===== src/rtl/ca_ps_sequencer_pkg.sv =====
// Shared types for the CA supply sequencer: state and fault-cause encodings.
package rpsc_seq_pkg;

  typedef enum logic [2:0] {
    IDLE       = 3'd0,
    FAN_SPINUP = 3'd1,
    G1_WAIT    = 3'd2,
    CA_RAMP    = 3'd3,
    RUN        = 3'd4,
    SHUTDOWN   = 3'd5,
    FAULT      = 3'd6
  } seq_state_e;

  typedef enum logic [2:0] {
    NONE  = 3'd0,
    ALARM = 3'd1,
    FAN   = 3'd2,
    G1    = 3'd3,
    CA    = 3'd4
  } fault_e;

  localparam int unsigned RETRY_W = 2;

  // Supply-side faults may be retried; an interlock alarm never is.
  function automatic logic is_retryable(input fault_e code);
    return (code == FAN) || (code == G1) || (code == CA);
  endfunction

endpackage


===== src/rtl/ca_ps_sequencer_if.sv =====
// Command, feedback and status bundle between the operator side and the CA sequencer.
interface ca_ps_sequencer_if;
  import rpsc_seq_pkg::*;

  logic                 start_req;
  logic                 stop_req;
  logic                 fault_clr;
  logic                 not_alarm;
  logic                 fan_ok;
  logic                 g1_ok;
  logic                 ca_ok;
  logic                 fan_on;
  logic                 g1_en;
  logic                 ca_ps_act;
  logic                 running;
  logic                 fault;
  fault_e               fault_code;
  seq_state_e           state;
  logic [RETRY_W-1:0]   retry_cnt;

  modport master (
    output start_req, stop_req, fault_clr, not_alarm, fan_ok, g1_ok, ca_ok,
    input  fan_on, g1_en, ca_ps_act, running, fault, fault_code, state, retry_cnt
  );

  modport slave (
    input  start_req, stop_req, fault_clr, not_alarm, fan_ok, g1_ok, ca_ok,
    output fan_on, g1_en, ca_ps_act, running, fault, fault_code, state, retry_cnt
  );

endinterface


===== src/rtl/ca_ps_sequencer_timer.sv =====
// seq_timer: loadable down-counter shared by all sequencer phases; holds at zero.
module seq_timer #(
  parameter int unsigned CNT_W = 13
) (
  input  logic             clk,
  input  logic             rst_n,
  input  logic             load_i,
  input  logic [CNT_W-1:0] load_val_i,
  output logic             expired_o
);

  logic [CNT_W-1:0] cnt_q;
  logic [CNT_W-1:0] cnt_d;

  always_comb begin
    cnt_d = cnt_q;
    if (load_i) begin
      cnt_d = load_val_i;
    end else if (cnt_q != {CNT_W{1'b0}}) begin
      cnt_d = cnt_q - {{(CNT_W-1){1'b0}}, 1'b1};
    end else begin
      cnt_d = cnt_q;
    end
  end

  always_ff @(posedge clk or negedge rst_n) begin
    if (!rst_n) begin
      cnt_q <= {CNT_W{1'b0}};
    end else begin
      cnt_q <= cnt_d;
    end
  end

  assign expired_o = (cnt_q == {CNT_W{1'b0}});

endmodule


===== src/rtl/ca_ps_sequencer.sv =====
// CA supply power sequencer: fan -> G1 -> CA PS with phase supervision and first-fault latch.
// Optional auto-retry of supply faults is enabled by defining RPSC_AUTO_RETRY_EN.
module ca_ps_sequencer
  import rpsc_seq_pkg::*;
#(
  parameter int unsigned FAN_SPINUP_CYC = 256,
  parameter int unsigned G1_TIMEOUT_CYC = 128,
  parameter int unsigned CA_SETTLE_CYC  = 3840,
  parameter int unsigned COOLDOWN_CYC   = 512,
  parameter int unsigned RETRY_MAX      = 3,
  parameter int unsigned CNT_W          = 13
) (
  input  logic               clk,
  input  logic               rst_n,
  ca_ps_sequencer_if.slave   bus
);

  localparam logic [CNT_W-1:0] FAN_LD  = CNT_W'(FAN_SPINUP_CYC - 1);
  localparam logic [CNT_W-1:0] G1_LD   = CNT_W'(G1_TIMEOUT_CYC - 1);
  localparam logic [CNT_W-1:0] CA_LD   = CNT_W'(CA_SETTLE_CYC - 1);
  localparam logic [CNT_W-1:0] COOL_LD = CNT_W'(COOLDOWN_CYC - 1);

  if (RETRY_MAX > 3) begin : g_retry_range
    $error("RETRY_MAX does not fit retry_cnt");
  end

  seq_state_e         state_q, state_d;
  fault_e             code_q, code_d;
  logic [RETRY_W-1:0] retry_q, retry_d;
  logic               fan_q, fan_d, g1_q, g1_d, ca_q, ca_d, run_q, run_d, fault_q, fault_d;
  logic               tmr_load_s, tmr_expired_s, active_s;
  logic [CNT_W-1:0]   tmr_val_s;

  seq_timer #(.CNT_W(CNT_W)) u_timer (
    .clk        (clk),
    .rst_n      (rst_n),
    .load_i     (tmr_load_s),
    .load_val_i (tmr_val_s),
    .expired_o  (tmr_expired_s)
  );

  assign active_s = (state_q == FAN_SPINUP) || (state_q == G1_WAIT) || (state_q == CA_RAMP) ||
                    (state_q == RUN) || (state_q == SHUTDOWN);

  // Next state and fault cause; alarm outranks stop, which outranks the phase rules.
  always_comb begin
    state_d = state_q;
    code_d  = code_q;
    if (active_s && !bus.not_alarm) begin
      state_d = FAULT;
      code_d  = ALARM;
    end else if (active_s && bus.stop_req && (state_q != SHUTDOWN)) begin
      state_d = SHUTDOWN;
    end else begin
      case (state_q)
        IDLE: begin
          if (bus.start_req && bus.not_alarm) begin
            state_d = FAN_SPINUP;
          end else if (bus.start_req) begin
            state_d = FAULT;
            code_d  = ALARM;
          end else begin
            state_d = IDLE;
          end
        end
        FAN_SPINUP: begin
          if (tmr_expired_s && bus.fan_ok) begin
            state_d = G1_WAIT;
          end else if (tmr_expired_s) begin
            state_d = FAULT;
            code_d  = FAN;
          end else begin
            state_d = FAN_SPINUP;
          end
        end
        G1_WAIT: begin
          if (bus.g1_ok) begin
            state_d = CA_RAMP;
          end else if (tmr_expired_s) begin
            state_d = FAULT;
            code_d  = G1;
          end else begin
            state_d = G1_WAIT;
          end
        end
        CA_RAMP: begin
          if (tmr_expired_s && bus.ca_ok) begin
            state_d = RUN;
          end else if (tmr_expired_s) begin
            state_d = FAULT;
            code_d  = CA;
          end else begin
            state_d = CA_RAMP;
          end
        end
        RUN: begin
          if (!bus.ca_ok) begin
            state_d = FAULT;
            code_d  = CA;
          end else begin
            state_d = RUN;
          end
        end
        SHUTDOWN: begin
          if (tmr_expired_s) begin
            state_d = IDLE;
          end else begin
            state_d = SHUTDOWN;
          end
        end
        FAULT: begin
          if (bus.fault_clr && bus.not_alarm && tmr_expired_s) begin
            state_d = IDLE;
            code_d  = NONE;
          end
`ifdef RPSC_AUTO_RETRY_EN
          else if (tmr_expired_s && bus.not_alarm && is_retryable(code_q) &&
                   (retry_q < RETRY_W'(RETRY_MAX))) begin
            state_d = FAN_SPINUP;
            code_d  = NONE;
          end
`endif
          else begin
            state_d = FAULT;
          end
        end
        default: begin
          state_d = IDLE;
          code_d  = NONE;
        end
      endcase
    end
  end

  // Retry bookkeeping: counts re-entries from FAULT, cleared by RUN or operator acknowledge.
  always_comb begin
    retry_d = {RETRY_W{1'b0}};
`ifdef RPSC_AUTO_RETRY_EN
    if (bus.fault_clr || ((state_d == RUN) && (state_q != RUN))) begin
      retry_d = {RETRY_W{1'b0}};
    end else if ((state_q == FAULT) && (state_d == FAN_SPINUP)) begin
      retry_d = retry_q + {{(RETRY_W-1){1'b0}}, 1'b1};
    end else begin
      retry_d = retry_q;
    end
`endif
  end

  // Timer reload on every phase entry, and output decode from the next state.
  always_comb begin
    tmr_load_s = (state_d != state_q);
    tmr_val_s  = {CNT_W{1'b0}};
    fan_d      = 1'b0;
    g1_d       = 1'b0;
    ca_d       = 1'b0;
    run_d      = 1'b0;
    fault_d    = 1'b0;
    case (state_d)
      IDLE: begin
        tmr_val_s = {CNT_W{1'b0}};
      end
      FAN_SPINUP: begin
        tmr_val_s = FAN_LD;
        fan_d     = 1'b1;
      end
      G1_WAIT: begin
        tmr_val_s = G1_LD;
        fan_d     = 1'b1;
        g1_d      = 1'b1;
      end
      CA_RAMP: begin
        tmr_val_s = CA_LD;
        fan_d     = 1'b1;
        g1_d      = 1'b1;
        ca_d      = 1'b1;
      end
      RUN: begin
        fan_d     = 1'b1;
        g1_d      = 1'b1;
        ca_d      = 1'b1;
        run_d     = 1'b1;
      end
      SHUTDOWN: begin
        tmr_val_s = COOL_LD;
        fan_d     = 1'b1;
      end
      FAULT: begin
        tmr_val_s = COOL_LD;
        fan_d     = !((state_q == FAULT) && tmr_expired_s);
        fault_d   = 1'b1;
      end
      default: begin
        tmr_val_s = {CNT_W{1'b0}};
      end
    endcase
  end

  always_ff @(posedge clk or negedge rst_n) begin
    if (!rst_n) begin
      state_q <= IDLE;
      code_q  <= NONE;
      retry_q <= {RETRY_W{1'b0}};
      fan_q   <= 1'b0;
      g1_q    <= 1'b0;
      ca_q    <= 1'b0;
      run_q   <= 1'b0;
      fault_q <= 1'b0;
    end else begin
      state_q <= state_d;
      code_q  <= code_d;
      retry_q <= retry_d;
      fan_q   <= fan_d;
      g1_q    <= g1_d;
      ca_q    <= ca_d;
      run_q   <= run_d;
      fault_q <= fault_d;
    end
  end

  assign bus.fan_on     = fan_q;
  assign bus.g1_en      = g1_q;
  assign bus.ca_ps_act  = ca_q;
  assign bus.running    = run_q;
  assign bus.fault      = fault_q;
  assign bus.fault_code = code_q;
  assign bus.state      = state_q;
  assign bus.retry_cnt  = retry_q;

endmodule


===== src/flat_wrapper.sv =====
// flat-port wrapper written by rule: the top's interface ports become plain ports
module ca_ps_sequencer_flat import rpsc_seq_pkg::*;
#(
  parameter int unsigned FAN_SPINUP_CYC = 256,
  parameter int unsigned G1_TIMEOUT_CYC = 128,
  parameter int unsigned CA_SETTLE_CYC  = 3840,
  parameter int unsigned COOLDOWN_CYC   = 512,
  parameter int unsigned RETRY_MAX      = 3,
  parameter int unsigned CNT_W          = 13
)
  (clk, rst_n, bus_start_req, bus_stop_req, bus_fault_clr, bus_not_alarm, bus_fan_ok, bus_g1_ok, bus_ca_ok, bus_fan_on, bus_g1_en, bus_ca_ps_act, bus_running, bus_fault, bus_fault_code, bus_state, bus_retry_cnt);
  ca_ps_sequencer_if bus_i ();
  input  logic clk;
  input  logic rst_n;
  input wire logic [$bits(bus_i.start_req)-1:0] bus_start_req;
  input wire logic [$bits(bus_i.stop_req)-1:0] bus_stop_req;
  input wire logic [$bits(bus_i.fault_clr)-1:0] bus_fault_clr;
  input wire logic [$bits(bus_i.not_alarm)-1:0] bus_not_alarm;
  input wire logic [$bits(bus_i.fan_ok)-1:0] bus_fan_ok;
  input wire logic [$bits(bus_i.g1_ok)-1:0] bus_g1_ok;
  input wire logic [$bits(bus_i.ca_ok)-1:0] bus_ca_ok;
  output wire logic [$bits(bus_i.fan_on)-1:0] bus_fan_on;
  output wire logic [$bits(bus_i.g1_en)-1:0] bus_g1_en;
  output wire logic [$bits(bus_i.ca_ps_act)-1:0] bus_ca_ps_act;
  output wire logic [$bits(bus_i.running)-1:0] bus_running;
  output wire logic [$bits(bus_i.fault)-1:0] bus_fault;
  output wire logic [$bits(bus_i.fault_code)-1:0] bus_fault_code;
  output wire logic [$bits(bus_i.state)-1:0] bus_state;
  output wire logic [$bits(bus_i.retry_cnt)-1:0] bus_retry_cnt;
  assign bus_i.start_req = bus_start_req;
  assign bus_i.stop_req = bus_stop_req;
  assign bus_i.fault_clr = bus_fault_clr;
  assign bus_i.not_alarm = bus_not_alarm;
  assign bus_i.fan_ok = bus_fan_ok;
  assign bus_i.g1_ok = bus_g1_ok;
  assign bus_i.ca_ok = bus_ca_ok;
  assign bus_fan_on = bus_i.fan_on;
  assign bus_g1_en = bus_i.g1_en;
  assign bus_ca_ps_act = bus_i.ca_ps_act;
  assign bus_running = bus_i.running;
  assign bus_fault = bus_i.fault;
  assign bus_fault_code = bus_i.fault_code;
  assign bus_state = bus_i.state;
  assign bus_retry_cnt = bus_i.retry_cnt;
  ca_ps_sequencer #(.FAN_SPINUP_CYC(FAN_SPINUP_CYC), .G1_TIMEOUT_CYC(G1_TIMEOUT_CYC), .CA_SETTLE_CYC(CA_SETTLE_CYC), .COOLDOWN_CYC(COOLDOWN_CYC), .RETRY_MAX(RETRY_MAX), .CNT_W(CNT_W)) u_core (.clk(clk), .rst_n(rst_n), .bus(bus_i));
endmodule

===== config.mk =====
export PLATFORM = sky130hd
export DESIGN_NAME = ca_ps_sequencer_flat
export DESIGN_NICKNAME = d
export VERILOG_FILES = /design/src/rtl/ca_ps_sequencer_pkg.sv /design/src/rtl/ca_ps_sequencer_if.sv /design/src/rtl/ca_ps_sequencer_timer.sv /design/src/rtl/ca_ps_sequencer.sv /design/src/flat_wrapper.sv
export SDC_FILE = /design/constraint.sdc
export NUM_CORES = 1
export LEC_CHECK = 0
export BUFFER_PORTS_ARGS = -buffer_cell sky130_fd_sc_hd__buf_2
export CAP_MARGIN = 25
export CORE_ASPECT_RATIO = 1.2
export CORE_MARGIN = 5
export CORE_UTILIZATION = 62
export DETAILED_ROUTE_END_ITERATION = 6
export PLACE_DENSITY_LB_ADDON = 0.12
export SYNTH_ARGS = -nofsm -noshare
export SYNTH_HDL_FRONTEND = slang
export SYNTH_SLANG_ARGS = --single-unit

===== constraint.sdc =====
create_clock -name clk -period 5.9 [get_ports clk]
set_clock_uncertainty 0.1 [all_clocks]
set_input_delay 0.59 -clock clk [delete_from_list [all_inputs] [get_ports clk]]
set_output_delay 0.59 -clock clk [all_outputs]
set_load 0.03 [all_outputs]

# After elaboration in Yosys (flattened, before gate mapping)
# Index checks and enable logic that the tools add are counted.
[classes]
add_sub_neg = 1
eq_ne = 26
n_mux = 35
reduce_logical = 24
[op_table]
columns = ["cell", "count"]
rows = [
  ["2-to-1 mux 3 bit", 24],
  ["one-hot mux 12 bit (4 select lines)", 1],
  ["one-hot mux 3 bit (7 select lines)", 2],
  ["2-to-1 mux 13 bit", 2],
  ["equality test 3 bit, second input constant", 6],
  ["!= test 3 x 2 -> 1 bit, second input constant", 5],
  ["!= test 3 bit, second input constant", 5],
  ["logical NOT 13 bit", 1],
  ["nonzero test 13 bit", 1],
  ["subtractor 13 x 1 -> 13 bit, second input constant", 1],
  ["equality test 3 x 2 -> 1 bit, second input constant", 4],
  ["AND reduction 12 bit", 1],
  ["logical AND 1 bit", 9],
  ["equality test 3 x 1 -> 1 bit, second input constant", 2],
  ["OR reduction 5 bit", 1],
  ["logical OR 1 bit", 4],
  ["2-to-1 mux 1 bit", 4],
  ["OR reduction 2 bit", 2],
  ["logical NOT 3 bit", 1],
  ["!= test 3 x 1 -> 1 bit, second input constant", 1],
  ["!= test 3 bit", 1],
  ["OR reduction 3 bit", 1],
  ["logical NOT 1 bit", 2],
  ["2-to-1 mux 2 bit", 1],
  ["4 further kinds", 4],
]
[word_totals]
reg_bits = 24
in_bits = 9
elab_cells = 94

# Depth between registers and ports, before layout
# Gate-level depths: netlist of the first run.
[logic_depth]
ltp_word = 13
depth_mapped = 10
mapped_depth_nobuf = 9

# Cells and area by module
# From an unflattened synthesis of the first run, not the netlist that was laid out.
[hier_totals]
hier_cells = 206
area_unflattened_um2 = 1775.5
[modules_own_cells]
columns = ["module", "n_inst", "cells_per_inst", "area_per_inst_um2", "seq_area_each_um2"]
rows = [
  ["ca_ps_sequencer", 1, 124, 1008.5, 275.3],
  ["seq_timer", 1, 82, 767.0, 325.3],
]

# Worst setup path before layout of the first run
# Ideal clock, no wire load.
[synth_path]
path_type = "register -> register"
startpoint = "register u_core.u_timer.cnt_q[0]"
endpoint = "register u_core.u_timer.cnt_q[3]"
setup_ns = 0.125
arrival_ns = 2.475
slack_ns = 3.200
stages_incl_launch_ff = 11
path_buffers = 1
synth_period_minus_slack_ns = 2.700
path_cell_list = "dfrtp_1 -> inv_1 -> ha_1 -> nor4b_2 -> nand4_1 -> and2_4 -> nor3_4 -> mux2_4 -> nand3_4 -> buf_6 -> mux2_4"
[synth_via]
elab_chain_len = 10
elab_cells_between_ends = 28
[synth_rtl]
columns = ["element", "line_no", "rtl"]
rows = [
  ["start: declaration", "ca_ps_sequencer_timer.sv:12", "logic [CNT_W-1:0] cnt_q;"],
  ["start signal: assignment", "ca_ps_sequencer_timer.sv:28", "cnt_q <= {CNT_W{1'b0}};"],
  ["start signal: assignment", "ca_ps_sequencer_timer.sv:30", "cnt_q <= cnt_d;"],
  ["logical NOT 13 bit", "ca_ps_sequencer_timer.sv:34", "assign expired_o = (cnt_q == {CNT_W{1'b0}});"],
  ["2-to-1 mux 3 bit, or another cell as far along", "ca_ps_sequencer.sv:89", "end else if (tmr_expired_s) begin"],
  ["2-to-1 mux 3 bit (on tied branches)", "n/a", ""],
  ["one-hot mux 3 bit (7 select lines)", "ca_ps_sequencer.sv:55", "case (state_q)"],
  ["2-to-1 mux 3 bit", "ca_ps_sequencer.sv:52", "end else if (active_s && bus.stop_req && (state_q != SHUTDOWN)) begin"],
  ["2-to-1 mux 3 bit", "ca_ps_sequencer.sv:49", "if (active_s && !bus.not_alarm) begin"],
  ["equality test 3 bit", "ca_ps_sequencer.sv:158", "case (state_d)"],
  ["OR reduction 2 bit (no source line)", "n/a", ""],
  ["one-hot mux 12 bit (4 select lines)", "ca_ps_sequencer.sv:158", ""],
  ["2-to-1 mux 13 bit", "ca_ps_sequencer_timer.sv:17", "if (load_i) begin"],
]
# Several ways; a longest one is shown, not always the timed one. The select of a mux whose other input is x is not followed.
# A chain may end at the register's enable or synchronous reset.

# Final worst setup path of the first run
[layout_path]
startpoint = "register u_core.u_timer.cnt_q[0]"
endpoint = "register u_core.u_timer.cnt_q[5]"
[layout_via]
elab_chain_len = 10
elab_cells_between_ends = 28
[layout_rtl]
columns = ["element", "line_no", "rtl"]
rows = [
  ["logical NOT 13 bit *", "ca_ps_sequencer_timer.sv:34", ""],
  ["2-to-1 mux 3 bit, or another cell as far along", "ca_ps_sequencer.sv:69", "end else if (tmr_expired_s) begin"],
  ["2-to-1 mux 3 bit (on tied branches)", "ca_ps_sequencer.sv:67, ca_ps_sequencer.sv:87, ca_ps_sequencer.sv:112", ""],
  ["one-hot mux 3 bit (7 select lines) *", "ca_ps_sequencer.sv:55", ""],
  ["2-to-1 mux 3 bit *", "ca_ps_sequencer.sv:52", ""],
  ["2-to-1 mux 3 bit *", "ca_ps_sequencer.sv:49", ""],
  ["named net u_core.state_d[1]", "ca_ps_sequencer.sv:27", "seq_state_e state_q, state_d;"],
  ["equality test 3 bit", "ca_ps_sequencer.sv:158", ""],
  ["OR reduction 2 bit (no source line)", "n/a", ""],
  ["one-hot mux 12 bit (4 select lines)", "ca_ps_sequencer.sv:158", ""],
  ["2-to-1 mux 13 bit", "ca_ps_sequencer_timer.sv:17", ""],
]
# The timed path passes the listed nets; every way through them passes the cells marked *. The select of a mux whose other input is x is not followed.

==> results of run 1 <==
-- cells by family (layout without fill, tap and decap cells) --
group / Yosys count / after routing
XOR/XNOR: 10 / 10
adder cells (fa/ha/maj): 1 / 1
flip-flops: 24 / 24
buffers and inverters: 21 / 33
other: 1 / 2
AND/OR/NAND/NOR: 70 / 70
AO/OA/AOI/OAI: 41 / 41
multiplexers: 15 / 15
-- power breakdown --
| part | total, W | switching, W | internal, W |
|---|---|---|---|
| clock network | 0.000121 | 0.0000521 | 0.0000687 |
| logic | 0.000809 | 0.000431 | 0.000378 |
| registers | 0.000356 | 0.000116 | 0.000240 |
-- through the flow --
step           utilization  cells  area (sq um)
4_1_cts              0.682    230          1880
3_3_place_gp         0.663    226          1830
3_5_place_dp         0.663    226          1830
6_report             0.682    230          1880
5_1_grt              0.682    230          1880
2_1_floorplan            -    184          1750
-- path summary, 6_finish.rpt --
path	start	endpoint	slack [ns]
min in group clk	u_core.bus.fault_code[0]	u_core.bus.fault_code[0]	0.42
max	u_core.u_timer.cnt_q[0]	u_core.u_timer.cnt_q[5]	2.69
min	rst_n	u_core.u_timer.cnt_q[3]	0.12
max reg2reg	u_core.u_timer.cnt_q[0]	u_core.u_timer.cnt_q[5]	2.69
max in group asynchronous	rst_n	u_core.bus.state[2]	5.23
min reg2reg	u_core.bus.fault_code[0]	u_core.bus.fault_code[0]	0.42
-- layout make-up --
class	count	area, sq um
multi-input combinational	139	1050
clock inverter	1	30.0
sequential	24	601
inverter	10	37.5
tap	34	42.5
timing repair buffer	19	95.1
clock buffer	3	22.5
fill	228	878
-- state kept, by name, indices dropped and copies added, names as in the netlist --
| signal | count |
|---|---|
| u_core.bus.fault | 1 |
| u_core.bus.g1_en | 1 |
| u_core.u_timer.cnt_q | 13 |
| u_core.bus.fault_code | 3 |
| u_core.bus.fan_on | 1 |
| u_core.bus.state | 3 |
| u_core.bus.running | 1 |
| u_core.bus.ca_ps_act | 1 |
-- metal layers --
metal,vias to the layer above,wire length [um],GRT usage
li1,683,-,-
met1,736,1560,0.257
met2,37,2160,0.416
met3,13,152,0.0415
met4,0,114,0.107
met5,-,0,0
-- cells in the final DEF (no fill, tap or decap), types with 4 or more instances in the layout --
cell type,synthesis,routed
dfrtp_1,24,24
buf_2,5,19
nand2_1,16,16
nor2_1,13,13
a21oi_1,11,11
inv_1,10,10
o21ai_0,9,9
nor3_1,6,6
nand3_1,6,6
mux2_2,5,5
mux2_4,5,5
xor2_1,5,5
mux2i_1,5,5
and2_1,4,4
nand2b_1,4,4
==> results_dict.tcl, run 1 <==
set metrics [dict create \
    track_usage 0.229 \
    avgSynthCellArea_sq_um 9.56 \
    clock_sinks 24 \
    hpwl_um 3010 \
    synth_edf_count 0 \
    ys_warn_count 0 \
    p_total_w 0.00129 \
    io_pins 22 \
    place_ws_ns 2.76 \
    worst-path-stages 9 \
    synth_seq_cells 24 \
    holdBufCountCts 0 \
    gp_congestion 0.900 \
    synth_top_family_by_area "simple AND/OR/NAND/NOR gates" \
    cpPeakStageDelay_ns 0.51 \
    maxSlewViolCount 0 \
    via_per_inst 6.39 \
    ir_drop_v 0.000359 \
    nets 207 \
    synthXorXnorAreaFrac 0.0651 \
    areaGrowthSynthToFinish_pct 7.51 \
    first_global_vias 1482 \
    avgRoutedWirePerCell_um 17.3 \
    num_antenna_cells 0 \
    rr_worst_depth 9 \
    final.setup.tns_ns 0 \
    status "finished, final reports clean" \
    hold_class "in2async" \
    drv_cap 0 \
    cp_cell_sequence "inv_1, ha_1, nor4b_2, and3_1, a32oi_1, a2bb2oi_4, xnor2_4, nand3_4, mux2_4" \
    yosysSeqAreaShare 0.343 \
    postCtsResizedCells 0 \
    worstSetupPathType "reg2reg" \
    setup.worst_path.end_class "flip-flop" \
    crit_buf_inv 1 \
    startpoint_type "flip-flop" \
    synth-adder-area-share 0.00715 \
    drt-total-wl_um 3980 \
    rsz0062_at_grt "no" \
    drive_gt1_frac 0.255 \
    whs_ns 0.122 \
    synth_mux_area_frac 0.104 \
    setup_viol 0 \
    crit_family "simple AND/OR/NAND/NOR gates" \
    synth_ff_type "dfrtp_1" \
    setup_ws_ns 2.69 \
    synth-compound-area-share 0.175 \
    synth_area_leaders "dfrtp_1, mux2_4, nand2_1, mux2_2, a21oi_1" \
    post-route-period-util 0.544 \
    numCtsBuffers 3 \
    start_util 0.634 \
    post_cts_buffers 0 \
    insertion_delay_ns 0.32 \
    post-synth-top-count-cell "dfrtp_1" \
    synth-async-reset-ratio 1.00 \
    tightest_slew_ns 0.702 \
    drtPass1Iterations 4 \
    grt_max_degree 25 \
    hold_viol 0 \
    port_buffers 19 \
    clock_path_buffers 2 \
    netlist_top_cells_count "dfrtp_1, nand2_1, nor2_1, a21oi_1, inv_1" \
    dieHeight_um 68.2 \
    grt.overflow.total 0 \
    core-area_sq_um 2760 \
    path_clk_slew_ns 0.14 \
    required_ns 6.02 \
    fmax_ghz 0.312 \
    row_count 21 \
    synth_cells 183 \
    yosys.area.top_type "dfrtp_1" \
    dieArea_sq_um 3990 \
    post-route-min-period_ns 3.21 \
    ys_types 55 \
    die_w_um 58.5 \
    synthSimpleGateAreaFrac 0.246 \
    cts-root-buf "clkbuf_4" \
    drtIter0Drc 107 \
    p_leak_nw 0.838 \
    vias 1469 \
    grt_pass1_wl_um 6890 \
    cts_tree "built" \
    powerDensity_nw_per_um2 684 \
    ant_nets 0 \
    max-slew-margin-rel 0.532 \
    mappedNetlistArea_sq_um 1750 \
    drcViolationCount 0 \
    antenna_found_initial 0 \
    arrival_ns 3.33 \
    h-tree-depth 1 \
    cp_slowest_cell "and3_1" \
    worst-path-max-fanout 13 \
    yosysTopAreaCellShare 0.343 \
]
(Power assumes the default switching activity.)
==> inputs of run 2 (changes only) <==
ABC_AREA = 1   (was unset)
CORE_UTILIZATION = 52   (was 62)
clock period = 2.75 ns   (was 5.9 ns; I/O delays follow)
==> results_dict.tcl, run 2 <==
set metrics [dict create \
    drv_cap 0 \
    drtPass1Iterations 4 \
    arrival_ns 2.59 \
    final_core_util 0.606 \
    worst-path-max-fanout 8 \
    dieArea_sq_um 4440 \
    post-synth-top-count-cell "nand2_1" \
    placed_cell_area_sq_um 1790 \
    grt_max_degree 25 \
    top_register "u_core.u_timer.cnt_q" \
    yosysSeqAreaShare 0.361 \
    setup.worst_path.end_class "flip-flop" \
    ant_nets 0 \
    vias 1497 \
    largest_reg_flops 13 \
    synth_ff_type "dfrtp_1" \
    synth_edf_count 0 \
    synthXorXnorAreaFrac 0.0526 \
    drt-total-wl_um 3580 \
    avgRoutedWirePerCell_um 12.6 \
    io_pins 22 \
    max-slew-margin-rel 0.640 \
    core-area_sq_um 3080 \
    avgSynthCellArea_sq_um 7.43 \
    row_count 22 \
    maxSlewViolCount 0 \
    clock_sinks 24 \
    grt.overflow.total 0 \
    num_antenna_cells 0 \
    insertion_delay_ns 0.31 \
    fill_cells 301 \
    ys_warn_count 0 \
    post-route-period-util 0.904 \
    yosysTopAreaCellShare 0.361 \
    yosys.area.top_type "dfrtp_1" \
    gp_congestion 0.930 \
    areaGrowthSynthToFinish_pct 12.2 \
    startpoint_type "flip-flop" \
    mappedNetlistArea_sq_um 1660 \
    synth-adder-area-share 0.00752 \
    synth_cells 224 \
    path_clk_slew_ns 0.13 \
    worstSetupPathType "reg2reg" \
    die_w_um 61.6 \
    synth_mux_area_frac 0 \
    synth-compound-area-share 0.0932 \
    fmax_ghz 0.402 \
    drive_gt1_frac 0.250 \
    design_area_sq_um 1870 \
    final.setup.tns_ns 0 \
    synth_seq_cells 24 \
    dieHeight_um 72.0 \
    drtIter0Drc 58 \
    synthSimpleGateAreaFrac 0.375 \
    grt_pass1_wl_um 6110 \
    synth_top_family_by_area "simple AND/OR/NAND/NOR gates" \
    status "finished, final reports clean" \
    setup_viol 0 \
    rsz0062_at_grt "no" \
    hold_class "in2reg" \
    mostFrequentLayoutCells "nand2_1, inv_1, nor2_1, dfrtp_1, nand3_1" \
    hold_viol 0 \
    required_ns 2.85 \
    nets 259 \
    final_common_cell "nand2_1" \
    drcViolationCount 0 \
    synth-async-reset-ratio 1.00 \
    netlist_top_cells_count "nand2_1, inv_1, dfrtp_1, nor2_1, nand3_1" \
    port_buffers 19 \
    cts-root-buf "clkbuf_4" \
    track_usage 0.181 \
    clock_path_buffers 2 \
    ys_types 29 \
    numCtsBuffers 3 \
    synth_area_leaders "dfrtp_1, nand2_1, inv_1, nand3_1, nor2_1" \
    via_per_inst 5.27 \
    whs_ns 0.168 \
    tightest_slew_ns 0.540 \
    hpwl_um 2830 \
    first_global_vias 1395 \
    h-tree-depth 1 \
    cts_tree "built" \
    start_util 0.540 \
    post-route-min-period_ns 2.49 \
    antenna_found_initial 0 \
]
-- run 2: changes by cell type after synthesis, moves of 11 or more --
cell / delta
nand4_1: +11
nand2_1: +23
inv_1: +18
nand2_2: +11
nor2_1: +11
nand3_1: +14
-- run 2: metal layers --
metal | global-route usage | up-vias | share of wire
met3 | 0.0231 | 10 | 0.030
met1 | 0.235 | 678 | 0.46
met4 | 0.0731 | 0 | 0.032
met2 | 0.298 | 35 | 0.48
li1 | - | 774 | -
met5 | 0 | - | 0
-- run 2: logic make-up (layout without fill, tap and decap cells) --
group	count (synthesis)	in the layout
adder cells (fa/ha/maj)	1	1
AND/OR/NAND/NOR	123	123
other	1	2
buffers and inverters	40	63
XOR/XNOR	10	10
flip-flops	24	24
AO/OA/AOI/OAI	25	25
-- run 2: critical path, stage by stage (launching register included) --
cell and delay, ns:
dfrtp_1 0.42, inv_1 0.08, ha_1 0.21, nand2_2 0.10, nor2_4 0.22, nand2_4 0.13
nand2_1 0.08, nand2_1 0.10, nand2_1 0.08, nor2_1 0.05, nand3_2 0.10, nand2_1 0.08
nand2_2 0.10, nand3_4 0.12, nor2_4 0.20, buf_4 0.17, a21oi_2 0.03
-- run 2: worst paths after layout --
kind                                       endpoint  slack, ns               startpoint  depth (start not counted)
hold / removal             u_core.bus.fault_code[2]       0.17            bus_not_alarm                          3
setup / recovery            u_core.u_timer.cnt_q[6]       0.26  u_core.u_timer.cnt_q[0]                         16
max in group asynchronous   u_core.u_timer.cnt_q[6]       1.83                    rst_n                          2
min in group asynchronous   u_core.u_timer.cnt_q[7]       0.36                    rst_n                          2
hold reg to reg             u_core.u_timer.cnt_q[1]       0.44  u_core.u_timer.cnt_q[1]                          2
setup reg to reg            u_core.u_timer.cnt_q[6]       0.26  u_core.u_timer.cnt_q[0]                         16
-- run 2: final cells by class --
type	instances	area, sq um	area share
inverters	31	116	0.0623
clock inverters	1	30.0	0.0161
flip-flops and latches	24	601	0.322
repair buffers	28	165	0.0885
clock buffers	3	22.5	0.0121
multi-input cells	161	887	0.475
well taps	36	45.0	0.0241
-- run 2: stage by stage --
stage / setup WS [ns] / instances
finish: 0.263 / 284
detailed placement: 0.245 / 277
global route: 0.00941 / 284
CTS: 0.234 / 282
floorplan: 0.517 / 225
global placement: 0.268 / 277
-- run 2: what timing repair did --
action                     4_1_cts  5_1_grt
setup endpoints to repair        0        2
hold endpoints to repair        24        0
gates resized for setup          0        0
buffers inserted                 0        2
hold buffers                     1        0
Power of run 2 is not shown: default switching activity piles up to over one toggle a cycle in this logic, so the estimate is an artifact.
==> inputs of run 3 (changes only) <==
ABC_AREA = unset   (was 1)
==> results_dict.tcl, run 3 (synthesis results as in run 1) <==
set metrics [dict create \
    cpPeakStageDelay_ns 0.41 \
    place_ws_ns -0.0662 \
    fill_cells 281 \
    hold_class "in2reg" \
    fmax_ghz 0.368 \
    core-area_sq_um 3280 \
    num_antenna_cells 0 \
    final.setup.tns_ns 0 \
    drt-total-wl_um 4090 \
    setup_ws_ns 0.0325 \
    post-route-period-util 0.988 \
    clock_path_buffers 2 \
    post-route-min-period_ns 2.72 \
    p_leak_nw 0.937 \
    largest_reg_flops 13 \
    grt_max_degree 25 \
    dpl.cell_count 243 \
    cts_tree "built" \
    drive_gt1_frac 0.338 \
    whs_ns 0.299 \
    finalNonFillerCells 253 \
    drv_cap 0 \
    grt.overflow.total 0 \
    cp_slowest_cell "dfrtp_1" \
    cp_cell_sequence "inv_2, ha_2, nor4b_4, buf_4, nand3_4, o211a_4, nor3_4, mux2_4, nand3_4, mux2_2" \
    drtPass1Iterations 4 \
    top_register "u_core.u_timer.cnt_q" \
    dieArea_sq_um 4630 \
    start_util 0.533 \
    die_w_um 62.9 \
    numCtsBuffers 3 \
    h-tree-depth 1 \
    startpoint_type "flip-flop" \
    grt_pass1_wl_um 6540 \
    drtIter0Drc 106 \
    status "finished, final reports clean" \
    vias 1500 \
    avgRoutedWirePerCell_um 16.1 \
    mostFrequentLayoutCells "dfrtp_1, buf_2, buf_4" \
    final_common_cell "dfrtp_1" \
    hold_viol 0 \
    maxSlewViolCount 0 \
    track_usage 0.175 \
    areaGrowthSynthToFinish_pct 19.2 \
    row_count 23 \
    port_buffers 19 \
    io_pins 22 \
    insertion_delay_ns 0.26 \
    hpwl_um 3030 \
    clock_sinks 24 \
    max-slew-margin-rel 0.643 \
    antenna_found_initial 0 \
    worstSetupPathType "reg2reg" \
    via_per_inst 5.93 \
    cpMostUsedCell "nand3_4" \
    setup.worst_path.end_class "flip-flop" \
    required_ns 2.81 \
    tightest_slew_ns 0.536 \
    cts-root-buf "clkbuf_8" \
    nets 227 \
    first_global_vias 1461 \
    drcViolationCount 0 \
    path_clk_slew_ns 0.08 \
    arrival_ns 2.77 \
    powerDensity_nw_per_um2 1450 \
    dieHeight_um 73.5 \
    worst-path-max-fanout 5 \
    ant_nets 0 \
    ir_drop_v 0.000975 \
    setup_viol 0 \
    gp_congestion 0.885 \
    final_core_util 0.636 \
]
-- run 3: cell count changes in the layout (fill, tap and decap cells not counted), sizes merged, moves of 4 or more --
cell,before,now
nor3,4,8
nand2b,0,4
buf,27,37
nand4,14,3
nand2,51,16
and2,0,5
inv,31,10
nor2,29,13
o21ai,13,9
mux2,0,10
mux2i,0,5
nand3,24,9
-- run 3: path summary, 6_finish.rpt --
path / startpoint / slack (ns) / endpoint / cells past startpoint
hold / removal: bus_not_alarm / 0.30 / u_core.bus.fault_code[2] / 3
min in group asynchronous: rst_n / 0.42 / u_core.u_timer.cnt_q[6] / 2
max in group asynchronous: rst_n / 1.77 / u_core.bus.state[0] / 2
hold reg to reg: u_core.bus.fault_code[0] / 0.42 / u_core.bus.fault_code[0] / 1
setup / recovery: u_core.u_timer.cnt_q[1] / 0.03 / u_core.u_timer.cnt_q[0] / 10
setup reg to reg: u_core.u_timer.cnt_q[1] / 0.03 / u_core.u_timer.cnt_q[0] / 10
-- run 3: report_power, final --
group	internal (W)	leakage (nW)	total [W]	switching, W
Clock	0.000128	0.0288	0.000236	0.000109
Combinational	0.00101	0.622	0.00208	0.00107
Sequential	0.000518	0.286	0.000702	0.000185
-- run 3: cell type report --
cell class / instances / area, sq um / area share
flip-flops and latches: 24 / 601 / 0.288
well taps: 37 / 46.3 / 0.0222
repair buffers: 38 / 244 / 0.117
inverters: 10 / 37.5 / 0.0180
multi-input cells: 140 / 1100 / 0.528
clock buffers: 4 / 55.1 / 0.0264
-- run 3: worst max-delay path, delay by kind of cell (launching register included) --
kind                       cells  cell delay (ns)
and+or+nand+nor                4             0.75
muxes                          2             0.69
DFF                            1             0.41
buffers and inverters          2             0.25
AOI/OAI and AO/OA              1             0.21
adders and majority gates      1             0.18
-- run 3: metrics by stage --
step,total power [W],area [sq um]
after global placement,0.00260,1940
after detailed placement,0.00264,1940
after floorplan,0.00220,1750
final,0.00302,2090
after global routing,0.00323,2090
after CTS,0.00290,2010
-- run 3: per-layer routing --
layer  part of all wire  wire, um  track usage  vias to the layer above
li1                   -         -            -                      723
met1               0.40      1650        0.199                      730
met2               0.53      2160        0.320                       37
met3              0.036       148       0.0291                       10
met4              0.029       119       0.0778                        0
met5                  0         0            0                        -
-- run 3: repair_timing --
item                                   CTS  global route
pin swaps                                0             5
setup buffers                            0             4
setup endpoints to repair               11            13
hold buffers                             1             0
cloned                                   0             1
resized for setup                        1             8
endpoints found under the hold margin   24             0
